==> src/rtl/multi_one_shot_if.sv <==
// rtl/multi_one_shot_if.sv - trigger/config/status bundle for the multi-channel one-shot
interface multi_one_shot_if #(
  parameter int CHANNELS = 4,
  parameter int CNT_W    = 16
);
  logic [CHANNELS-1:0] trigger;
  logic [CNT_W-1:0]    cfg_width;
  logic                cfg_retrig;
  logic [CHANNELS-1:0] out;
  logic [CHANNELS-1:0] busy;
  logic [CHANNELS-1:0] done;
  logic [CHANNELS-1:0] ignored;

  modport master (
    output trigger, cfg_width, cfg_retrig,
    input  out, busy, done, ignored
  );

  modport slave (
    input  trigger, cfg_width, cfg_retrig,
    output out, busy, done, ignored
  );
endinterface

==> src/rtl/multi_one_shot.sv <==
// rtl/multi_one_shot.sv - multi-channel monostable with retrigger, holdoff and status strobes
module multi_one_shot #(
  parameter int CHANNELS = 4,
  parameter int CNT_W    = 16,
  parameter int HOLDOFF  = 0
) (
  input logic            clk,
  input logic            rst_n,
  multi_one_shot_if.slave bus
);

  typedef enum logic [1:0] {S_IDLE, S_ACTIVE, S_HOLD} state_t;

  localparam logic [CNT_W-1:0] HOLD_M1 = (HOLDOFF > 0) ? CNT_W'(HOLDOFF - 1) : '0;

  // Width 0 is clamped to 1, so the reload value is never negative.
  logic [CNT_W-1:0] w_width_m1;
  assign w_width_m1 = (bus.cfg_width == '0) ? '0 : bus.cfg_width - CNT_W'(1);

  for (genvar g = 0; g < CHANNELS; g++) begin : g_ch
    state_t           r_state;
    logic [CNT_W-1:0] r_cnt;
    logic [CNT_W-1:0] r_hcnt;
    logic             r_trig_q;
    logic             r_out;
    logic             r_busy;
    logic             r_done;
    logic             r_ignored;
    logic             w_edge;

    assign w_edge = bus.trigger[g] & ~r_trig_q;

    always_ff @(posedge clk) begin
      if (!rst_n) begin
        r_state   <= S_IDLE;
        r_cnt     <= '0;
        r_hcnt    <= '0;
        r_trig_q  <= 1'b0;
        r_out     <= 1'b0;
        r_busy    <= 1'b0;
        r_done    <= 1'b0;
        r_ignored <= 1'b0;
      end else begin
        r_trig_q  <= bus.trigger[g];
        r_done    <= 1'b0;
        r_ignored <= 1'b0;
        case (r_state)
          S_IDLE: begin
            if (w_edge) begin
              r_cnt   <= w_width_m1;
              r_out   <= 1'b1;
              r_busy  <= 1'b1;
              r_state <= S_ACTIVE;
            end
          end
          S_ACTIVE: begin
            // A retrigger edge beats the terminal count, so no done is lost or doubled.
            if (w_edge && bus.cfg_retrig) begin
              r_cnt <= w_width_m1;
            end else begin
              if (w_edge) begin
                r_ignored <= 1'b1;
              end
              if (r_cnt == '0) begin
                r_out  <= 1'b0;
                r_done <= 1'b1;
                if (HOLDOFF > 0) begin
                  r_hcnt  <= HOLD_M1;
                  r_state <= S_HOLD;
                end else begin
                  r_busy  <= 1'b0;
                  r_state <= S_IDLE;
                end
              end else begin
                r_cnt <= r_cnt - CNT_W'(1);
              end
            end
          end
          S_HOLD: begin
            if (w_edge) begin
              r_ignored <= 1'b1;
            end
            if (r_hcnt == '0) begin
              r_busy  <= 1'b0;
              r_state <= S_IDLE;
            end else begin
              r_hcnt <= r_hcnt - CNT_W'(1);
            end
          end
          default: r_state <= S_IDLE;
        endcase
      end
    end

    assign bus.out[g]     = r_out;
    assign bus.busy[g]    = r_busy;
    assign bus.done[g]    = r_done;
    assign bus.ignored[g] = r_ignored;
  end

endmodule

==> src/flat_wrapper.sv <==
// flat-port wrapper written by rule: the top's interface ports become plain ports
module multi_one_shot_flat 
#(
  parameter int CHANNELS = 4,
  parameter int CNT_W    = 16,
  parameter int HOLDOFF  = 0
)
  (clk, rst_n, bus_trigger, bus_cfg_width, bus_cfg_retrig, bus_out, bus_busy, bus_done, bus_ignored);
  multi_one_shot_if #(.CHANNELS(CHANNELS), .CNT_W(CNT_W)) bus_i ();
  input logic clk;
  input logic rst_n;
  input wire logic [$bits(bus_i.trigger)-1:0] bus_trigger;
  input wire logic [$bits(bus_i.cfg_width)-1:0] bus_cfg_width;
  input wire logic [$bits(bus_i.cfg_retrig)-1:0] bus_cfg_retrig;
  output wire logic [$bits(bus_i.out)-1:0] bus_out;
  output wire logic [$bits(bus_i.busy)-1:0] bus_busy;
  output wire logic [$bits(bus_i.done)-1:0] bus_done;
  output wire logic [$bits(bus_i.ignored)-1:0] bus_ignored;
  assign bus_i.trigger = bus_trigger;
  assign bus_i.cfg_width = bus_cfg_width;
  assign bus_i.cfg_retrig = bus_cfg_retrig;
  assign bus_out = bus_i.out;
  assign bus_busy = bus_i.busy;
  assign bus_done = bus_i.done;
  assign bus_ignored = bus_i.ignored;
  multi_one_shot #(.CHANNELS(CHANNELS), .CNT_W(CNT_W), .HOLDOFF(HOLDOFF)) u_core (.clk(clk), .rst_n(rst_n), .bus(bus_i));
endmodule
==> config.mk <==
export PLATFORM = sky130hd
export DESIGN_NAME = multi_one_shot_flat
export DESIGN_NICKNAME = d
export VERILOG_FILES = /design/src/rtl/multi_one_shot_if.sv /design/src/rtl/multi_one_shot.sv /design/src/flat_wrapper.sv
export SDC_FILE = /design/constraint.sdc
export NUM_CORES = 1
export LEC_CHECK = 0
export CAP_MARGIN = 5
export CELL_PAD_IN_SITES_DETAIL_PLACEMENT = 1
export CELL_PAD_IN_SITES_GLOBAL_PLACEMENT = 2
export CORE_MARGIN = 5
export CORE_UTILIZATION = 37
export DETAILED_ROUTE_END_ITERATION = 16
export PLACE_DENSITY_LB_ADDON = 0.1
export SETUP_SLACK_MARGIN = 0.4
export SLEW_MARGIN = 40
export SYNTH_ARGS = -nofsm -noshare
export SYNTH_HDL_FRONTEND = slang
export SYNTH_SLANG_ARGS = --single-unit
==> constraint.sdc <==
create_clock -name clk -period 4.4 [get_ports clk]
set_input_delay 0.88 -clock clk [delete_from_list [all_inputs] [get_ports clk]]
set_output_delay 0.88 -clock clk [all_outputs]
set_load 0.02 [all_outputs]
==> run metrics, run 1 <==
largest family of logic cells by synthesized area simple AND/OR/NAND/NOR gates; DP HPWL around 13000 microns; Pwr Total about 2.4 mW; Ports 39; Gate Count Post-Synth 663; P&R area growth vs syn 15.6%; gr usage total between 20 and 25%; worst path arrival time between 3 and 4 ns; leakage 2.09 nW; Root Buffer clkbuf_16; DRC 0; Hold Path Cell Cnt 2; ant diodes 0; H-tree levels 3; Slew Limit Fails 0; Setup WS pre-CTS 0.778 ns; RSZ-0062 raised after global routing false; worst reg2reg path endpoint u_core.g_ch[3].r_cnt[2]; Synthesized Nets around 700; CP Launch Point bus_cfg_width[0]; number of DRC markers in iteration 0 between 300 and 400; first-pass GRT wire length a little under 30000 microns; most frequent cell after synthesis dfxtp_1; Most used DFF post-synth dfxtp_1; Synthesis Warnings 0; routed vias 5217; mux share of post-synthesis cell area 1.07%; die area 0.0157 sq mm; ratio of cells with drive above 1 in the final layout under 10%; starting density of the core 37.5%; Final period util ~74%; Yosys reg bits 80; Cell variety after synth between 60 and 70; min Tclk post-route between 3 and 4 ns; Post-DP Area between 0.005 and 0.006 sq mm; Synth Area in Simple Gates 29.4%; Max Cap Violations 0; Post-synth EDFFs 0; Layout Nets 713; Hold Violations, Final 0; clock power share about 33%; slack of the critical path 1.13 ns; worst skew pair latency 0.35 ns; R2R Path Start u_core.g_ch[3].r_cnt[6]; post-synthesis xor/xnor area fraction about 1.2%; Via density between 6 and 7; Hold Buf Count CTS 0; slew margin rel. 42.7%; Post CTS Setup Buffer Count 0; crit path kind input port to register; Worst Hold Launch u_core.g_ch[3].r_cnt[8]; DRT antenna net count 0; Setup crit start kind input port; clock tree buffer depth 2; initial antenna violation count 0; peak supply drop between 0.2 and 0.25 mV; hold slack between 0.4 and 0.5 ns; syn avg cell area approximately 7.4 sq um; Final GP Congestion between 0.8 and 0.9; core area ~0.013 sq mm; worst-margin pin slew around 0.86 ns; grt ovf 0; status complete, no violations; worst hold path endpoint u_core.g_ch[3].r_cnt[8]; Routed WL between 15000 and 20000 microns; Pwr Density approximately 420 mW/mm^2; Flop pwr share between 30% and 40%; number of port buffers 38; Chip Height 125 microns; Seq/Total Area, Yosys about a third; CTS tree yes; top post-synthesis cells by count dfxtp_1 (80), o21ai_0 (79), nor2_1 (62); largest area contributor in the netlist dfxtp_1; wire per inst around 21 microns; Logic pwr share between 30% and 40%; FF-to-FF setup slack around 1.9 ns; Crit Path Max Fanout 9; CTS clock-pin slew for the worst setup and hold paths about 0.060 ns; Post-CTS Resized 0; row count between 40 and 50; design area 0.00570 sq mm; Min-Delay Path Class register to register; P_int approximately 1.5 mW; number of buffers created by CTS 9; Crit. End Element register; top-area cell type share of the netlist area around 32%; Max Fclk approximately 310 MHz; Async SR Flop Fraction 0%; skew final about 0.0068 ns; Synth Area in Compound Gates approximately 27%; r2r worst-path depth 6; Sum Neg Setup Slack 0 ns; largest net degree at the start of global routing between 40 and 50; CTS sink count 80; top cells by area, synth dfxtp_1 (32%), o21ai_0 (8.0%), a21oi_1 (5.4%); Post-Synth Adder-Cell Area between 2 and 2.5%; number of global-route vias before repair between 5000 and 6000; width of the chip 125 microns; switching portion of total power 36.0%; DR pass1 iterations 4; switching pwr roughly 0.86 mW; Cell Area, Synth 0.00493 sq mm; Req. time, crit path between 4 and 5 ns; final setup vio count 0
==> routing by layer <==
layer | track usage [%] | routed length, microns
met5 | 0 | 0
met1 | 31.3 | 8640
met2 | 37.5 | 8440
met4 | 7.84 | 391
met3 | 4.26 | 833
==> through the flow <==
stage | cells | util [%]
6_report | 862 | 43.4
2_1_floorplan | 663 | -
4_1_cts | 862 | 43.4
5_1_grt | 862 | 43.4
3_3_place_gp | 846 | 41.1
3_5_place_dp | 846 | 41.1
==> layout make-up <==
cell class              instances  area [sq um]
fillers                      1663          7440
repair buffers                 54           495
multi-input cells             517          3010
flip-flops and latches         80          1600
clock inverters                 3          40.0
clock buffers                  13           260
well taps                     176           220
inverters                      19          71.3
==> kinds of logic (layout without fill, tap and decap cells) <==
family	after synthesis	after routing
and+or+nand+nor	281	281
AOI/OAI and AO/OA	215	215
DFF	80	80
buffers and inverters	66	89
adders and majority gates	9	9
xor gates and xnor gates	7	7
muxes	5	5
==> worst max path at each step <==
stage	end	slack [ns]	cells after the start
final	u_core.g_ch[3].r_cnt[0]	1.13	10
after global placement	u_core.g_ch[3].r_cnt[0]	0.85	10
after detailed placement	u_core.g_ch[3].r_cnt[0]	0.78	10
after CTS	u_core.g_ch[3].r_cnt[0]	1.14	10
after global routing	u_core.g_ch[3].r_cnt[0]	0.96	10
after floorplan	u_core.g_ch[2].r_cnt[8]	1.76	8
==> flip-flops by register name, indices dropped and copies added (netlist names) <==
signal,flops
u_core.g_ch.r_cnt,64
u_core.g_ch.r_done,4
u_core.g_ch.r_ignored,4
u_core.g_ch.r_trig_q,4
u_core.g_ch.r_out,3
u_core.g_ch.r_state,1
==> worst max-delay path: stages <==
cell and delay (ns):
clkdlybuf4s50_1 0.56, inv_1 0.08, ha_1 0.26, nor4b_2 0.18, nand3_1 0.17, nor2_1 0.09
buf_4 0.18, nor2_1 0.66, o21ai_0 0.22, a211oi_1 0.26
==> cell usage in the layout (no fill, tap or decap), types with 3 or more instances in the layout <==
cell             netlist  layout
nor4_1                13      13
or2_2                  3       3
o22ai_1               11      11
and4_1                 4       4
ha_1                   9       9
inv_1                 18      18
nand3_1               32      32
or3_1                 14      14
a21oi_1               53      53
o31ai_1                6       6
and3_1                10      10
xor2_1                 6       6
o211ai_1               4       4
nand3b_1               6       6
o21ai_0               79      79
buf_4                 16      16
clkdlybuf4s50_1        0      37
a32o_1                16      16
a21o_1                 4       4
mux2i_1                3       3
nor3_1                41      41
a211oi_1               5       5
nor2_1                62      62
nand2_1               55      54
nor2b_1                5       5
o32ai_1                3       3
nor3b_1                3       3
and2_1                 9       9
clkbuf_16              0       9
or4_1                 11      11
a31oi_1               12      12
nand4_1                5       5
dfxtp_1               80      80
==> power by group through the flow <==
| stage | sequential (mW) | clock (mW) | combinational (mW) |
|---|---|---|---|
| after floorplan | 0.877 | 0 | 0.497 |
| after global placement | 0.897 | 0 | 0.697 |
| after detailed placement | 0.902 | 0 | 0.709 |
| after CTS | 0.886 | 0.800 | 0.715 |
| after global routing | 0.902 | 0.830 | 0.799 |
| final | 0.889 | 0.782 | 0.720 |
Power figures use the tool's default switching activity.
==> inputs of run 2 (changes only) <==
- CORE_UTILIZATION: 37 -> 34
- clock period: 4.4 -> 3.1 ns (I/O delays scaled with it)
==> run 2 against run 1 <==
  * Die area up 8.1%
  * Combinational power increased by 47%
  * Routed wire length down 0.57%
  * Critical path type unchanged
  * Largest cell class unchanged
  * Highest routed layer unchanged
==> run metrics, run 2 (synthesis results as in run 1) <==
Sum Neg Setup Slack 0 ns (unchanged); min Tclk post-route around 2.7 ns; Setup crit start kind input port (unchanged); Req. time, crit path 3.39 ns (was 4.66 ns); initial antenna violation count 0 (unchanged); P&R area growth vs syn 21.7% (was 15.6%); critical-path cell list clkdlybuf4s50_1, or4b_4, or4_4, o21ai_4, nor2_1, a31oi_1, o221a_2 (was clkdlybuf4s50_1, inv_1, ha_1, nor4b_2, nand3_1, nor2_1, buf_4, nor2_1, o21ai_0, a211oi_1); Post-DP Area 0.00569 sq mm (was 0.00540 sq mm); Ports 39 (unchanged); DP HPWL 13500 microns (was 13000 microns); Logic pwr share 32.0% (was 30.1%); number of port buffers 38 (unchanged); worst path arrival time 2.96 ns (was 3.53 ns); CTS tree yes (unchanged); switching portion of total power 36.4% (was 36.0%); peak supply drop 0.251 mV (was 0.237 mV); starting density of the core 34.3% (was 37.5%); most frequent cells in the layout dfxtp_1 (80), o21ai_0 (78), nor2_1 (62), nand2_1 (55), buf_4 (55) (was dfxtp_1 (80), o21ai_0 (79), nor2_1 (62), nand2_1 (54), a21oi_1 (53)); Pwr Density 553 mW/mm^2 (was 419 mW/mm^2); most common cell after layout, fill and taps aside dfxtp_1 (unchanged); Crit Path Max Fanout 5 (was 9); Multi-input gate area 0.00306 sq mm (was 0.00301 sq mm); Max stage delay cell, worst path or4b_4 (was nor2_1); crit path kind input port to register (unchanged); CTS sink count 80 (unchanged); routed vias 5231 (was 5217); slew margin rel. 50.5% (was 42.7%); H-tree levels 3 (unchanged); Max Fclk between 300 and 400 MHz; wire per inst 20.1 microns (was 21.2 microns); Core Util, Final 41.8% (was 43.4%); row count 44 (was 42); Min-Delay Path Class register to register (unchanged); DRC 0 (unchanged); Root Buffer clkbuf_16 (unchanged); switching pwr 1.21 mW (was 0.860 mW); largest net degree at the start of global routing 43 (was 44); number of buffers created by CTS 9 (unchanged); gr usage total 22.0% (was 23.2%); ratio of cells with drive above 1 in the final layout 12.3% (was 7.14%); Routed WL 18200 microns (was 18300 microns); worst-margin pin slew 0.738 ns (was 0.856 ns); RSZ-0062 raised after global routing true (was false); DRT antenna net count 0 (unchanged); CP delay by family, top simple AND/OR/NAND/NOR gates (unchanged); worst skew pair latency 0.34 ns (was 0.35 ns); DR pass1 iterations 4 (unchanged); final setup vio count 0 (unchanged); Via density 5.77 (was 6.05); Top reg by flops u_core.g_ch.r_cnt (unchanged); status complete, no violations (unchanged); number of flip-flops in the largest register 64 (unchanged); Final period util between 80% and 90%; first-pass GRT wire length 29300 microns (was 29500 microns); Pwr Total 3.32 mW (was 2.39 mW); register area 0.00160 sq mm (unchanged); Hold Violations, Final 0 (unchanged); width of the chip 130 microns (was 125 microns); Chip Height 130 microns (was 125 microns); CTS clock-pin slew for the worst setup and hold paths 0.06 ns (about the same); Flop pwr share 38.0% (was 37.2%); number of global-route vias before repair 5439 (was 5364); number of DRC markers in iteration 0 317 (was 385); grt ovf 0 (unchanged); core area 0.0144 sq mm (was 0.0131 sq mm); Layout Nets 752 (was 713); Slew Limit Fails 0 (unchanged); clock tree buffer depth 2 (unchanged); clock power share 30.0% (was 32.7%); P_int 2.11 mW (was 1.53 mW); leakage 2.27 nW (was 2.09 nW); design area 0.00600 sq mm (was 0.00570 sq mm); die area 0.0170 sq mm (was 0.0157 sq mm); skew final 0.00378 ns (was 0.00678 ns); Hold Buf Count CTS 0 (unchanged); Crit. End Element register (unchanged); fill cell count 1778 (was 1663); Final GP Congestion 0.905 (was 0.897); Max Cap Violations 0 (unchanged); ant diodes 0 (unchanged); Buf+Inv Stages, Crit Path 1 (was 3); largest stage delay on the critical path 0.61 ns (was 0.66 ns)
## run 2: cell types whose count changed in the layout (fill, tap and decap cells not counted), moves of 2 or more
| cell | change |
|---|---|
| dlygate4sd2_1 | +2 |
| nor3_2 | +2 |
| clkdlybuf4s50_1 | -2 |
| nor3_1 | -2 |
| buf_4 | +39 |
## run 2: final timing paths
check / from / endpoint / slack (ns) / cells past startpoint
worst max-delay path: bus_cfg_width[3] / u_core.g_ch[2].r_cnt[8] / 0.43 / 7
worst max register to register: u_core.g_ch[3].r_cnt[6] / u_core.g_ch[3].r_cnt[10] / 0.68 / 7
worst min register to register: u_core.g_ch[3].r_cnt[8] / u_core.g_ch[3].r_cnt[8] / 0.48 / 2
worst min-delay path: u_core.g_ch[3].r_cnt[8] / u_core.g_ch[3].r_cnt[8] / 0.48 / 2
## run 2: tightest hold or removal path, cell delays in order (launching register included)
cell and delay [ns]:
dfxtp_1 0.32, nand2_1 0.06, a21oi_1 0.06
## run 2: per-stage QoR
stage | hold slack (ns) | instances | worst slack, ns
detailed placement | 0.472 | 892 | -0.154
global placement | 0.465 | 892 | -0.0908
CTS | 0.480 | 907 | 0.432
global route | 0.496 | 907 | 0.372
floorplan | 0.435 | 663 | 0.719
finish | 0.480 | 907 | 0.433
## run 2: cell type report
cell class                      count  area share [%]
Timing Repair Buffer               93            13.1
Inverter                           19            1.19
Tap cell                          184            3.84
Multi-Input combinational cell    517            50.9
Sequential cell                    80            26.7
Clock buffer                       13            4.17
Clock inverter                      1          0.0834
## run 2: timing repair
| action | 4_1_cts | 5_1_grt |
|---|---|---|
| setup endpoints to repair | 13 | 12 |
| resized for setup | 6 | 5 |
| hold endpoints to repair | 0 | 0 |
| setup buffers | 1 | 0 |
| pin swaps | 2 | 0 |
## run 2: routing by layer
layer / up-vias / part of all wire (%) / track usage, %
li1: 2575 / - / -
met1: 2565 / 49 / 30.6
met2: 76 / 47 / 35.8
met3: 15 / 3.4 / 3.41
met4: 0 / 1.1 / 5.87
met5: - / 0 / 0
## run 2: power groups by stage
stage          logic [mW]  registers (mW)  clock network [mW]
2_1_floorplan       0.705            1.25                   0
3_5_place_dp         1.06            1.28                   0
3_3_place_gp         1.04            1.27                   0
5_1_grt              1.19            1.28                1.06
6_report             1.06            1.26               0.994
4_1_cts              1.06            1.26                1.01
